## src/rtl/pixel_frame_serializer.sv

```systemverilog
// Pixel frame serializer: captures an H x W frame of 8-bit pixels in one cycle
// and streams it out one pixel per accepted handshake, with row/col tags and
// start/end-of-frame markers. Frames arriving mid-transfer are counted as drops.
module pixel_frame_serializer #(
  parameter int H  = 4,
  parameter int W  = 4,
  parameter int N  = H*W,
  localparam int RW = (H > 1) ? $clog2(H) : 1,
  localparam int CW = (W > 1) ? $clog2(W) : 1
) (
  input  logic           clk,
  input  logic           reset,
  input  logic [N*8-1:0] frame_data,
  input  logic           frame_valid,
  output logic [7:0]     pix_data,
  output logic           pix_valid,
  input  logic           pix_ready,
  output logic [RW-1:0]  pix_row,
  output logic [CW-1:0]  pix_col,
  output logic           pix_sof,
  output logic           pix_eof,
  output logic           busy,
  output logic [7:0]     drop_count
);

  localparam int IW = (N > 1) ? $clog2(N) : 1;

  typedef enum logic {IDLE, SEND} state_t;

  state_t             state, state_nx;
  logic [N-1:0][7:0]  pix_buf;
  logic [IW-1:0]      idx, idx_nx;
  logic               xfer, last, capture, drop;

  assign xfer = (state == SEND) && pix_ready;
  assign last = (idx == IW'(N-1));

  // State register
  always_ff @(posedge clk or negedge reset) begin
    if (!reset) state <= IDLE;
    else        state <= state_nx;
  end

  // Next state, pixel index, capture and drop decisions
  always_comb begin
    state_nx = state;
    idx_nx   = idx;
    capture  = 1'b0;
    drop     = 1'b0;
    case (state)
      IDLE: begin
        if (frame_valid) begin
          capture  = 1'b1;
          idx_nx   = '0;
          state_nx = SEND;
        end
      end
      SEND: begin
        if (xfer && last) begin
          // A frame landing exactly on the eof transfer chains on with no bubble
          idx_nx = '0;
          if (frame_valid) capture  = 1'b1;
          else             state_nx = IDLE;
        end else begin
          if (xfer)        idx_nx = idx + 1'b1;
          if (frame_valid) drop   = 1'b1;
        end
      end
      default: state_nx = IDLE;
    endcase
  end

  // Frame buffer, pixel index and saturating drop counter
  always_ff @(posedge clk or negedge reset) begin
    if (!reset) begin
      pix_buf    <= '0;
      idx        <= '0;
      drop_count <= '0;
    end else begin
      idx <= idx_nx;
      if (capture) pix_buf <= frame_data;
      if (drop && (drop_count != 8'hFF)) drop_count <= drop_count + 8'd1;
    end
  end

  // Outputs derive from registered state only, so they hold while stalled
  // and drop to zero the instant reset clears the registers.
  assign pix_valid = (state == SEND);
  assign busy      = pix_valid;
  assign pix_data  = pix_valid ? pix_buf[idx] : 8'h00;
  assign pix_row   = pix_valid ? RW'(32'(idx) / W) : '0;
  assign pix_col   = pix_valid ? CW'(32'(idx) % W) : '0;
  assign pix_sof   = pix_valid && (idx == '0);
  assign pix_eof   = pix_valid && last;

endmodule

```

## config.mk

```make
export PLATFORM = sky130hd
export DESIGN_NAME = pixel_frame_serializer
export DESIGN_NICKNAME = d
export VERILOG_FILES = /design/src/rtl/pixel_frame_serializer.sv
export SDC_FILE = /design/constraint.sdc
export NUM_CORES = 1
export LEC_CHECK = 0
export CAP_MARGIN = 20
export CORE_MARGIN = 2
export CORE_UTILIZATION = 45
export CTS_BUF_LIST = sky130_fd_sc_hd__clkbuf_16
export DETAILED_ROUTE_END_ITERATION = 16
export GPL_TIMING_DRIVEN = 0
export HOLD_SLACK_MARGIN = 0.15
export PLACE_DENSITY = 0.84
export SYNTH_ARGS = -nofsm -noshare
export SYNTH_HDL_FRONTEND = slang
export SYNTH_SLANG_ARGS = --single-unit
```

## constraint.sdc

```tcl
create_clock -name clk -period 1.9 [get_ports clk]
set_input_delay 0.19 -clock clk [delete_from_list [all_inputs] [get_ports clk]]
set_output_delay 0.19 -clock clk [all_outputs]
set_load 0.05 [all_outputs]
```

==> impl_metrics.py, run 1 <==
metrics = {
    "critical_path": {
        "crit_start": "idx[0]",
        "endpoint": "pix_data[1]",
        "rr_startpoint": "idx[0]",
        "critPathKind": "flip-flop to output pin",
        "worst_setup_path_end_kind": "output pin",
        "cp.arrival_ns": 2.13,
        "rr_endpoint": "pix_buf[16]",
        "cp.required_ns": 1.71,
        "worstSetupStartpointType": "flip-flop",
        "ff2ff_path_depth": 8,
        "rrSetupSlack_ns": -0.01,
        "worstPathMaxFanout": 7,
    },
    "placement": {
        "portBuffers": 154,
        "placedCellCount": 843,
        "dpl.hpwl_um": 13400,
        "place.gp.congestion": 0.810,
    },
    "drt": {
        "drt_iter0_drc": 262,
        "ant_nets": 0,
        "dr_total_vias": 4566,
        "dr.pass1.iters": 4,
        "drt-total-wl_um": 19000,
        "wl_per_cell_um": 21.5,
        "drc": 0,
        "vias_per_cell": 5.17,
    },
    "floorplanning": {
        "die_width_um": 131,
        "core_area_um2": 15800,
        "row_count": 46,
        "start_util": 0.459,
        "io_pins": 156,
        "dieArea_um2": 17200,
        "die_h_um": 131,
    },
    "power": {
        "p_leak_nw": 4.51,
        "seqPwrFrac": 0.322,
        "pwr_density_cell_nw_per_um2": 1680,
        "switchingPower_mw": 6.02,
        "internal_power_mw": 11.1,
        "combPwrFrac": 0.470,
        "ir_worst_vdd_v": 0.00154,
        "finalPower_mw": 17.1,
        "switching_share": 0.352,
        "clkPwrFrac": 0.208,
    },
    "global_route": {
        "grt_pass1_wl_um": 29400,
        "grt_max_degree": 73,
        "grt_pass1_vias": 5121,
        "grt_overflow_total": 0,
        "grt_usage": 0.225,
        "antenna_found_initial": 0,
    },
    "synthesis": {
        "async_flop_share": 1.00,
        "synth_seq_area_share": 0.485,
        "ys_seq_elements": 141,
        "synth_cell_types": 43,
        "syn_inst": 472,
        "syn_area_um2": 7270,
        "synth_ff_type": "dfrtp_1",
        "synth-edff-count": 0,
        "synth_nets": 607,
        "yosys_warnings": 0,
        "syn_area_per_cell_um2": 15.4,
    },
    "worst_hold_path": {
        "hold_path_class": "primary input to asynchronous set/reset pin",
    },
    "sta": {
        "tightestPinTransition_ns": 0.672,
        "fin_worst_skew_ns": 0.00530,
        "rsz0062_at_grt": "yes",
        "fin_crit_ns": 2.32,
        "period_share": 1.22,
        "fmax_mhz": 431,
        "finalSetupViolations": 16,
        "hold_violations": 0,
        "fin_ws_ns": -0.423,
        "slew_violations": 0,
        "slew_headroom": 0.552,
    },
    "layout": {
        "n_antenna_cell": 0,
        "final_cell_count_no_fill": 884,
        "syn2layout_area_growth_pct": 39.8,
        "final_nets": 790,
        "layout.cells.most_common": "dfrtp_1",
        "drive_above_1_share": 0.377,
        "final_cell_mix": "dfrtp_1 (140), clkdlybuf4s50_1 (134), mux2_4 (121)",
    },
    "clock_tree": {
        "cts_tree": "built",
        "cts_max_path_buffers": 2,
        "clkTransAtPathRegs_ns": 0.06,
        "clock_tree.htree_level_count": 4,
        "clock_latency_ns": 0.42,
        "cts_made_buffers": 17,
        "clock-root-buffer": "clkbuf_16",
        "clock_sinks": 141,
    },
    "run": {
        "maxCapViolations": 0,
    },
    "outcome": {
        "status": "finished with violations",
        "violations": "negative setup slack",
    },
}
registers in the layout, indices dropped and copies added, names as in the netlist:
register and flops:
pix_buf 128, busy 1, drop_count 8, idx 4
repair_timing:
action | 4_1_cts | 5_1_grt
pin swaps | 17 | 5
buffers inserted | 3 | 0
endpoints found under the setup margin | 15 | 138
hold buffers | 2 | 0
resized for setup | 137 | 15
cloned | 3 | 1
hold endpoints to repair | 75 | 0
logic make-up (layout without fill, tap and decap cells):
logic type / after synthesis / after routing / share of synthesized area
adders and majority gates: 3 / 3 / 0.00516
muxes: 185 / 185 / 0.357
and+or+nand+nor: 62 / 62 / 0.0523
DFF: 141 / 141 / 0.485
buffers and inverters: 37 / 233 / 0.0573
AOI/OAI and AO/OA: 37 / 37 / 0.0349
xor gates and xnor gates: 7 / 7 / 0.00843
synth_stat cells (3+ instances only):
cell      count  area, um^2
dfrtp_1     141        3530
mux2_4      121        1820
mux2i_1      46         460
a22oi_1      22         165
nand2_1      16        60.1
buf_12       11         220
nand3_1      11        55.1
mux4_2       10         225
mux2_1        8        90.1
nor2_1        8        30.0
buf_6         7        78.8
xor2_1        7        61.3
clkbuf_1      6        22.5
o21ai_1       6        30.0
and2_1        5        31.3
buf_4         5        37.5
buf_2         4        20.0
ha_1          3        37.5
nor2b_1       3        18.8
o21ai_0       3        15.0
worst min path at each step:
stage | startpoint | end | slack, ns | depth (start not counted)
final | reset | pix_buf[81] | 0.35 | 2
after global routing | frame_data[9] | pix_buf[9] | 0.37 | 2
after CTS | frame_data[33] | pix_buf[33] | 0.36 | 2
after detailed placement | reset | pix_buf[81] | 0.25 | 1
after global placement | pix_ready | idx[0] | 0.46 | 3
after floorplan | reset | busy | -0.11 | 0
per-stage QoR:
step | worst slack (ns) | utilization | setup TNS (ns) | cell area, um^2 | hold slack (ns)
finish | -0.423 | 0.642 | -3.05 | 10200 | 0.348
global route | -0.449 | 0.642 | -6.98 | 10200 | 0.374
CTS | -0.418 | 0.638 | -3.11 | 10100 | 0.365
detailed placement | -1.09 | 0.578 | -9.21 | 9150 | 0.246
global placement | -5.14 | 0.576 | -662.64 | 9120 | 0.459
floorplan | 0.0260 | - | 0 | 7300 | -0.106
per-layer routing:
layer,vias up,global-route usage,routed length [um]
met2,137,0.365,9090
met5,-,0,0
li1,2075,-,-
met1,2325,0.300,8580
met3,29,0.0579,916
met4,0,0.0682,408
power by group through the flow:
stage | registers (mW) | logic, mW | clock network [mW]
after floorplan | 5.40 | 5.17 | 0
after global placement | 5.39 | 7.19 | 0
after detailed placement | 5.50 | 7.33 | 0
after CTS | 5.50 | 8.03 | 3.60
after global routing | 5.69 | 8.45 | 3.75
final | 5.51 | 8.06 | 3.57
final cells by class:
type | count | area [um^2]
Buffer | 35 | 536
Timing Repair Buffer | 164 | 1740
Sequential cell | 141 | 3530
Tap cell | 216 | 270
Fill cell | 1136 | 5660
Inverter | 2 | 7.51
Clock inverter | 15 | 204
Multi-Input combinational cell | 294 | 3450
Clock buffer | 17 | 425
critical path, stage by stage, from the launching register on:
cell and delay [ns]:
dfrtp_1 0.39, buf_6 0.15, buf_12 0.15, buf_12 0.15
mux2i_2 0.16, a22oi_2 0.25, nand3_2 0.15, o21ai_2 0.12
buf_6 0.19
No activity file was read; power rests on OpenSTA's default activity.
==> run 2, diff against run 1 <==
- SLEW_MARGIN: not set -> 20
==> run 2 against run 1 <==
Net effect:
- the run still ends with negative setup slack left
- via count rose by 0.74%
- cell area rose by 0.25%
- critical path depth did not move
- total power barely moved
- wire length rose by 0.28%
- core utilization rose by 0.16 points
- largest cell class unchanged
- worst hold slack got worse by 0.030 ns
- register-to-register slack got worse by 0.06 ns
- non-clock buffer count rose by 2
==> impl_metrics.py, run 2 (synthesis results as in run 1) <==
metrics = {
    "outcome": {
        "status": "finished with violations",
        "violations": "negative setup slack",
    },
    "layout": {
        "largest_reg_flops": 128,
        "fill_cells": 1138,
        "layout.cells.most_common": "dfrtp_1",
        "drive_above_1_share": 0.393,
        "final_cell_count_no_fill": 885,
        "top_regs": "pix_buf (128), drop_count (8), idx (4)",
        "fin_area_um2": 10200,
        "n_antenna_cell": 0,
        "final_cell_mix": "dfrtp_1 (140), clkdlybuf4s50_1 (134), mux2_4 (121)",
        "final_util": 0.644,
        "final_nets": 792,
        "top_register": "pix_buf",
        "syn2layout_area_growth_pct": 40.2,
    },
    "drt": {
        "ant_nets": 0,
        "drt_iter0_drc": 225,
        "dr_total_vias": 4600,
        "vias_per_cell": 5.20,
        "drt-total-wl_um": 19000,
        "dr.pass1.iters": 4,
        "wl_per_cell_um": 21.5,
        "drc": 0,
    },
    "clock_tree": {
        "cts_max_path_buffers": 2,
        "clock_latency_ns": 0.43,
        "cts_made_buffers": 17,
        "clock-root-buffer": "clkbuf_16",
        "clkTransAtPathRegs_ns": 0.06,
        "clock_tree.htree_level_count": 4,
        "clock_sinks": 141,
        "cts_tree": "built",
    },
    "critical_path": {
        "worstPathMaxFanout": 6,
        "worst-path-buf-inv": 4,
        "cpLargestDelayFamily": "buffers and inverters",
        "cp_slowest_cell": "dfrtp_1",
        "cp.required_ns": 1.71,
        "crit_chain": "buf_6 > buf_12 > buf_12 > mux2i_1 > a22oi_2 > nand3_2 > o21ai_2 > buf_6",
        "cp.arrival_ns": 2.10,
        "worstSetupStartpointType": "flip-flop",
        "critPathKind": "flip-flop to output pin",
        "cpPeakStageDelay_ns": 0.39,
        "rrSetupSlack_ns": -0.07,
        "worst_setup_path_end_kind": "output pin",
    },
    "floorplanning": {
        "die_width_um": 131,
        "die_h_um": 131,
        "core_area_um2": 15800,
        "start_util": 0.459,
        "io_pins": 156,
        "dieArea_um2": 17200,
        "row_count": 46,
    },
    "global_route": {
        "grt_pass1_wl_um": 29500,
        "antenna_found_initial": 0,
        "grt_max_degree": 73,
        "grt_overflow_total": 0,
        "grt_pass1_vias": 5123,
        "grt_usage": 0.226,
    },
    "sta": {
        "fin_crit_ns": 2.29,
        "fin_ws_ns": -0.387,
        "finalSetupViolations": 129,
        "period_share": 1.20,
        "rsz0062_at_grt": "yes",
        "hold_violations": 0,
        "slew_headroom": 0.635,
        "slew_violations": 0,
        "fin_worst_skew_ns": 0.0110,
        "fin_setup_tns_ns": -8.07,
        "fmax_mhz": 437,
        "tightestPinTransition_ns": 0.548,
    },
    "placement": {
        "dpl.hpwl_um": 13400,
        "portBuffers": 154,
        "place.gp.congestion": 0.810,
        "post_dp_cell_area_um2": 9150,
        "post-place-ws_ns": -1.10,
        "placedCellCount": 843,
    },
    "power": {
        "pwr_density_cell_nw_per_um2": 1680,
        "ir_worst_vdd_v": 0.00152,
        "p_leak_nw": 4.52,
    },
    "run": {
        "maxCapViolations": 0,
    },
    "worst_hold_path": {
        "hold_path_class": "primary input to asynchronous set/reset pin",
    },
}
[run 2: cell count changes in the layout (fill, tap and decap cells not counted), moves of 2 or more]
cell	change
a22oi_1	-5
a22oi_2	+5
buf_16	-2
buf_6	+2
buf_8	+2
clkinv_1	-4
clkinvlp_4	+2
[run 2: layer usage]
| layer | global-route usage | up-vias | wire length [um] |
|---|---|---|---|
| li1 | - | 2087 | - |
| met1 | 0.302 | 2356 | 8780 |
| met2 | 0.373 | 136 | 9180 |
| met3 | 0.0529 | 21 | 849 |
| met4 | 0.0562 | 0 | 238 |
| met5 | 0 | - | 0 |
[run 2: worst register-to-register path, delay by kind of cell, from the launching register on]
kind	cells	cell delay [ns]
AND/OR/NAND/NOR	3	0.43
buffers and inverters	4	0.53
flip-flops	1	0.36
adder cells (fa/ha/maj)	1	0.22
multiplexers	1	0.31
[run 2: worst paths after layout]
path	end	depth (start not counted)	start
worst max-delay path	pix_data[1]	8	idx[0]
min in group clk	pix_buf[33]	2	frame_data[33]
worst min-delay path	pix_buf[81]	2	reset
worst max register to register	pix_buf[86]	9	idx[0]
worst min register to register	pix_buf[34]	1	pix_buf[34]
max in group asynchronous	busy	3	reset
[run 2: cell type report]
class | count | area, um^2 | area share
Buffer | 35 | 547 | 0.0536
Clock buffer | 17 | 425 | 0.0417
Timing Repair Buffer | 166 | 1750 | 0.172
Sequential cell | 141 | 3530 | 0.346
Inverter | 2 | 8.76 | 0.000859
Clock inverter | 14 | 181 | 0.0178
Tap cell | 216 | 270 | 0.0265
Multi-Input combinational cell | 294 | 3480 | 0.342
[run 2: stage by stage]
stage,total power [mW],hold slack [ns]
after floorplan,10.6,-0.106
after global placement,12.6,0.459
after detailed placement,12.8,0.188
after CTS,16.9,0.334
after global routing,17.9,0.354
final,17.1,0.318
[run 2: repair_timing]
| item | CTS | global route |
|---|---|---|
| resized for setup | 135 | 29 |
| hold endpoints to repair | 75 | 0 |
| pin swaps | 14 | 14 |
| hold buffers | 2 | 0 |
| endpoints found under the setup margin | 15 | 136 |
| setup buffers | 5 | 2 |
| gates cloned | 1 | 2 |
[run 2: report_power, final]
group | switching [mW] | leakage [nW] | internal, mW
Sequential | 1.00 | 1.71 | 4.52
Clock | 1.28 | 0.299 | 2.17
Combinational | 3.82 | 2.50 | 4.35
Total | 6.10 | 4.52 | 11.0
